<file path="src/rtl/pipeline_hazard_ctrl.sv">
// pipeline_hazard_ctrl: stall/flush/hold control for load-use, taken-branch and data-memory wait hazards
module pipeline_hazard_ctrl #(
    parameter int MEM_TIMEOUT = 16,
    parameter int CNT_W       = 16
) (
    input  logic             clk,
    input  logic             reset,
    input  logic [31:0]      inst_id,
    input  logic [4:0]       rd_ex,
    input  logic             memread_ex,
    input  logic             branch_taken_ex,
    input  logic             dmem_req,
    input  logic             dmem_ready,
    output logic             pc_write,
    output logic             ifid_write,
    output logic             ifid_flush,
    output logic             idex_bubble,
    output logic             pipe_hold,
    output logic             mem_err,
    output logic [CNT_W-1:0] stall_count
);
    typedef enum logic [1:0] {RUN, MEM_WAIT, ERROR} state_t;

    state_t           state_q, state_d;
    logic [7:0]       wait_q, wait_d;
    logic [CNT_W-1:0] stall_q, stall_d;
    logic             load_use, mem_stall, hold_cycle;

    assign load_use   = memread_ex && rd_ex != 5'd31 && (rd_ex == inst_id[9:5] || rd_ex == inst_id[20:16]);
    assign mem_stall  = dmem_req && !dmem_ready;
    assign hold_cycle = (state_q == RUN && mem_stall) || (state_q == MEM_WAIT && !dmem_ready) || state_q == ERROR;
    assign mem_err     = state_q == ERROR;
    assign stall_count = stall_q;

    // Pipeline control: reset forces a bubble, memory hold beats branch flush beats load-use stall
    always_comb begin
        pc_write    = 1'b1;
        ifid_write  = 1'b1;
        ifid_flush  = 1'b0;
        idex_bubble = 1'b0;
        pipe_hold   = 1'b0;
        if (!reset) begin
            pc_write    = 1'b0;
            ifid_write  = 1'b0;
            ifid_flush  = 1'b1;
            idex_bubble = 1'b1;
        end else if (hold_cycle) begin
            pc_write   = 1'b0;
            ifid_write = 1'b0;
            pipe_hold  = 1'b1;
        end else if (branch_taken_ex) begin
            ifid_flush  = 1'b1;
            idex_bubble = 1'b1;
        end else if (load_use) begin
            pc_write    = 1'b0;
            ifid_write  = 1'b0;
            idex_bubble = 1'b1;
        end
    end

    // Next state, wait-cycle counter and saturating stall counter
    always_comb begin
        state_d = state_q;
        wait_d  = wait_q;
        stall_d = (!pc_write && !(&stall_q)) ? stall_q + 1'b1 : stall_q;
        case (state_q)
            RUN: begin
                if (mem_stall) begin
                    state_d = MEM_WAIT;
                    wait_d  = 8'd1;
                end
            end
            MEM_WAIT: begin
                if (dmem_ready) begin
                    state_d = RUN;
                    wait_d  = 8'd0;
                end else if (wait_q == 8'(MEM_TIMEOUT)) begin
                    state_d = ERROR;
                end else begin
                    wait_d = wait_q + 8'd1;
                end
            end
            ERROR:   state_d = ERROR;
            default: state_d = RUN;
        endcase
    end

    // State registers with asynchronous active-low reset
    always_ff @(posedge clk or negedge reset) begin
        if (!reset) begin
            state_q <= RUN;
            wait_q  <= 8'd0;
            stall_q <= '0;
        end else begin
            state_q <= state_d;
            wait_q  <= wait_d;
            stall_q <= stall_d;
        end
    end
endmodule
</file>
<file path="config.mk">
export PLATFORM = sky130hd
export DESIGN_NAME = pipeline_hazard_ctrl
export DESIGN_NICKNAME = d
export VERILOG_FILES = /design/src/rtl/pipeline_hazard_ctrl.sv
export SDC_FILE = /design/constraint.sdc
export NUM_CORES = 1
export LEC_CHECK = 0
export BUFFER_PORTS_ARGS = -buffer_cell sky130_fd_sc_hd__buf_2
export CAP_MARGIN = 5
export CORE_MARGIN = 5
export CORE_UTILIZATION = 48
export CTS_BUF_LIST = sky130_fd_sc_hd__clkbuf_4
export DETAILED_ROUTE_END_ITERATION = 16
export GPL_TIMING_DRIVEN = 1
export PLACE_DENSITY = 0.78
export SETUP_SLACK_MARGIN = 0.3
export SLEW_MARGIN = 20
export SYNTH_ARGS = -nofsm -noshare
export SYNTH_HDL_FRONTEND = slang
export SYNTH_SLANG_ARGS = --single-unit
export TNS_END_PERCENT = 50
</file>
<file path="constraint.sdc">
create_clock -name clk -period 3.05 [get_ports clk]
set_input_delay 0.61 -clock clk [delete_from_list [all_inputs] [get_ports clk]]
set_output_delay 0.61 -clock clk [all_outputs]
set_load 0.03 [all_outputs]
</file>
# Yosys cells after proc, flatten, opt, wreduce, memory -nomap -nowiden
# Cells that the tools add are included.
# word_totals
register_bits	26
out_inout_bits	22
word_cells	52
# classes
n_addsub	2
eq_ne	9
n_mux	21
n_reduce_logical	17
# op_table
operator	n
2-to-1 mux 8 bit	3
adder 16 x 1 -> 16 bit (second input constant)	1
one-hot mux 8 bit (2 select lines)	1
AND reduction 16 bit	1
2-to-1 mux 1 bit	13
== test 5 bit	2
adder 8 x 1 -> 8 bit (second input constant)	1
== test 8 x 5 -> 1 bit (second input constant)	1
logical AND 1 bit	6
2-to-1 mux 2 bit	3
one-hot mux 2 bit (3 select lines)	1
!= test 5 bit (second input constant)	1
zero test 1 bit	3
logical OR 1 bit	3
!= test 3 x 2 -> 1 bit (second input constant)	1
!= test 3 bit (second input constant)	1
AND reduction 3 bit	1
== test 2 x 1 -> 1 bit (second input constant)	1
== test 2 bit (second input constant)	1
zero test 2 bit	1
!= test 2 bit (second input constant)	1
AND reduction 2 bit	1
nonzero test 2 bit	1

# Logic depth before layout (Yosys ltp)
# depth
ltp_word	9
mapped_depth	7
mapped_depth_nobuf	7

# Least setup slack after synthesis
# Ideal clock, no wire load.
# synth_path
path_type	input -> output
from	input port rd_ex[4]
to	output port idex_bubble
t_arrival_ps	1902
required_time_ps	2440
setup_slack_ps	538
path_stages	6
n_path_buf	0
path_cell_list	xnor2_1 > nand3_1 > o22ai_2 > nor2b_1 > nor2_1 > o21ai_0
# synth_between
elab_chain_cells	7
word_cells_on_any_way	10
classes_between	eq/ne: 3; mux: 4; reduce/logical: 3
# synth_rtl
element	line_no	text
start: declaration	9	input logic [4:0] rd_ex,
!= test 5 bit or == test 5 bit (tied branches)	29	assign load_use = memread_ex && rd_ex != 5'd31 && (rd_ex == inst_id[9:5] || rd_ex == inst_id[20:16]);
logical AND 1 bit or logical OR 1 bit (tied branches)	29	
logical AND 1 bit *	29	
2-to-1 mux 1 bit *	54	end else if (load_use) begin
2-to-1 mux 1 bit *	51	end else if (branch_taken_ex) begin
2-to-1 mux 1 bit *	47	end else if (hold_cycle) begin
2-to-1 mux 1 bit *	42	if (!reset) begin
end: declaration	17	output logic idex_bubble,
# Every way passes the cells marked *; elsewhere a longest branch is shown, timed or not.

# Worst setup path after layout
# Same ends and word-level chain as after synthesis.

==> metrics.csv <==
stage;metric;value;unit
setup_path;cp_max_fo;3;
cells_and_area;instances_no_fill;248;
sta;finClkSkew;0.00167;ns
power;power_density;348;nW/µm²
cells_and_area;nNetsFinal;251;
setup_path;crit_type;in -> out;
global_routing;grt_pass1_vias;1240;
floorplan;io-pin-count;65;
sta;hold_viol;0;
global_routing;grt_max_degree;30;
floorplan;fp.dieH;67.3;µm
power;p_sw;0.000146;W
logic_synthesis;ys.warnings.count;0;
route;firstDrtPassIters;4;
logic_synthesis;syn-instance-count;160;
floorplan;start_util;0.508;
outcome;run_status;completed;
cells_and_area;drive_gt1_frac;0.309;
clock_network;root_buffer;clkbuf_4;
setup_path;crit_arrival;1.79;ns
route;antenna_left;0;
power;p_leak;0.873;nW
setup_path;critPathLaunchType;input port;
route;drt_iter0_markers;42;
sta;rsz0062_at_grt;false;
power;ir_drop;0.179;mV
clock_network;ctsResizeCount;0;
clock_network;worstSkewPairLatency;0.32;ns
clock_network;cts_buffers;3;
place;port_buffers;42;
cells_and_area;antenna_cells;0;
power;seq_power_share;0.537;
logic_synthesis;syn_nets;206;
clock_network;htreeDepth;1;
power;p_int;0.000509;W
clock_network;cts_tree;yes;
cells_and_area;syn2layout_area_growth;19.7;%
place;placed_cells;244;
sta;max_freq;416;MHz
logic_synthesis;synth_cell_types;39;
flow_run;drv_cap;0;
logic_synthesis;synth_area;1580;µm²
cells_and_area;seq_area;651;µm²
sta;period_minus_slack;2.40;ns
floorplan;die-area;4530;µm²
setup_path;regToRegEndpoint;stall_count[10]$_DFFE_PN0P_;
place;gp_congestion;0.776;
logic_synthesis;yosys.area.top_type_share;0.413;
logic_synthesis;synth-edff-count;0;
power;p_clk_frac;0.364;
global_routing;grt.total_usage;0.155;
route;wire_per_inst;13.5;µm
sta;worst_slew_pin_slew;0.435;ns
clock_network;clock-sinks;26;
route;vias_per_cell;5.22;
global_routing;grt_overflow_total;0;
power;swShare;0.223;
floorplan;coreArea;3100;µm²
place;dp_hpwl;2680;µm
setup_path;critPathCaptureType;output pin;
logic_synthesis;synth-main-ff-cell;dfrtp_1;
setup_path;reg2regPathDepth;6;
clock_network;postCtsHoldBufs;0;
clock_network;cts_setup_buffers;0;
cells_and_area;final_area;1890;µm²
sta;tns;0;ns
global_routing;grt_pass1_wl;5400;µm
cells_and_area;multi_input_area;877;µm²
setup_path;reg2reg_from;state_q[0]$_DFFE_PN0P_;
min_path;hold_class;in -> async;
global_routing;antenna_found_initial;0;
place;placed_area;1830;µm²
cells_and_area;fill_cells;287;
clock_network;clk_pin_slew;0.14;ns
sta;fin_crit_sh;0.788;
setup_path;endpoint;idex_bubble;
logic_synthesis;synth.avg_cell_area;9.85;µm²
setup_path;worst_ep_required_time;2.44;ns
floorplan;die_x;67.3;µm
logic_synthesis;async_flop_share;1.00;
logic_synthesis;yosysTopAreaCell;dfrtp_1;
clock_network;clock_path_buffers;2;
power;combPwrFrac;0.099;
sta;whs;0.313;ns
sta;relSlewSlack;0.709;
sta;slew_violations;0;
setup_path;cp-startpoint;rd_ex[4];
setup_path;reg2reg_setup_slack;1.15;ns
route;num_vias;1295;
logic_synthesis;ys_seq_area_frac;0.413;
route;routed_wl;3350;µm
route;route.detailed.drc;0;
logic_synthesis;ys_seq_elements;26;
floorplan;rows;20;
sta;setup_violations;0;
logic_synthesis;synth.area.top_cells;dfrtp_1, xnor2_1, xor2_1;
-- cells in the mapped netlist (all sizes together), types with 3 or more instances --
cell type / instances
dfrtp: 26
xnor2: 16
nor2: 14
nand2: 11
xor2: 11
nand3: 10
and3: 7
inv: 7
o21ai: 7
o31ai: 6
nor3: 5
a21oi: 4
nor3b: 4
and2: 3
ha: 3
-- power by group through the flow --
stage / Combinational (W) / Sequential, W / Clock, W
floorplan: 0.0000337 / 0.000357 / 0
global placement: 0.0000632 / 0.000358 / 0
detailed placement: 0.0000656 / 0.000358 / 0
CTS: 0.0000655 / 0.000352 / 0.000243
global route: 0.0000716 / 0.000352 / 0.000257
finish: 0.0000650 / 0.000352 / 0.000239
-- registers in the layout (all words and copies together), names as in the netlist --
name and count:
state_q 2, wait_q 8, stall_count 16
-- metrics by stage --
step / setup WS [ns] / util / power, W
final: 0.646 / 0.608 / 0.000656
after global routing: 0.533 / 0.608 / 0.000681
after CTS: 0.657 / 0.608 / 0.000661
after detailed placement: 0.652 / 0.591 / 0.000424
after global placement: 0.650 / 0.591 / 0.000421
after floorplan: 0.538 / - / 0.000391
-- routing by layer --
layer  share of wire  up-vias  track usage
met5               0        -            0
met4          0.0081        0       0.0430
met3           0.048        4       0.0250
met2            0.48       27        0.277
met1            0.46      617        0.191
li1                -      647            -
-- final cells by class --
| cell class | count | share of cell area |
|---|---|---|
| well taps | 44 | 0.0292 |
| clock buffers | 3 | 0.0119 |
| repair buffers | 44 | 0.119 |
| flip-flops and latches | 26 | 0.345 |
| inverters | 7 | 0.0139 |
| clock inverters | 1 | 0.0159 |
| multi-input cells | 123 | 0.465 |
-- cells in the final DEF (no fill, tap or decap), drive strengths merged, types with 3 or more instances in the layout --
master,netlist,layout
a21oi,4,4
and2,3,3
and3,7,7
buf,2,44
clkbuf,2,3
dfrtp,26,26
ha,3,3
inv,7,7
nand2,11,11
nand3,10,10
nor2,14,14
nor3,5,5
nor3b,4,4
o21ai,7,7
o31ai,6,6
xnor2,16,16
xor2,11,11
-- worst min-delay path by stage --
| stage | startpoint | slack, ns | depth (start not counted) | to |
|---|---|---|---|---|
| finish | reset | 0.31 | 2 | stall_count[12]$_DFFE_PN0P_ |
| global placement | stall_count[15]$_DFFE_PN0P_ | 0.48 | 1 | stall_count[15]$_DFFE_PN0P_ |
| global route | reset | 0.31 | 2 | stall_count[5]$_DFFE_PN0P_ |
| CTS | reset | 0.30 | 2 | stall_count[6]$_DFFE_PN0P_ |
| floorplan | reset | 0.31 | 0 | stall_count[0]$_DFFE_PN0P_ |
| detailed placement | stall_count[11]$_DFFE_PN0P_ | 0.50 | 1 | stall_count[11]$_DFFE_PN0P_ |
-- worst max-delay path: stages --
cell,delay (ns)
buf_2,0.12
xnor2_1,0.18
nand3_1,0.11
o22ai_2,0.24
nor2b_1,0.16
nor2_1,0.04
o21ai_0,0.12
buf_2,0.22
-- kinds of logic (layout without fill, tap and decap cells) --
group / count (synthesis) / after routing / synth area share
AO/OA/AOI/OAI: 24 / 24 / 0.116
XOR/XNOR: 27 / 27 / 0.150
adder cells (fa/ha/maj): 3 / 3 / 0.0238
buffers and inverters: 11 / 55 / 0.0310
flip-flops: 26 / 26 / 0.413
multiplexers: 1 / 1 / 0.00714
AND/OR/NAND/NOR: 68 / 68 / 0.260
(Power assumes the default switching activity.)
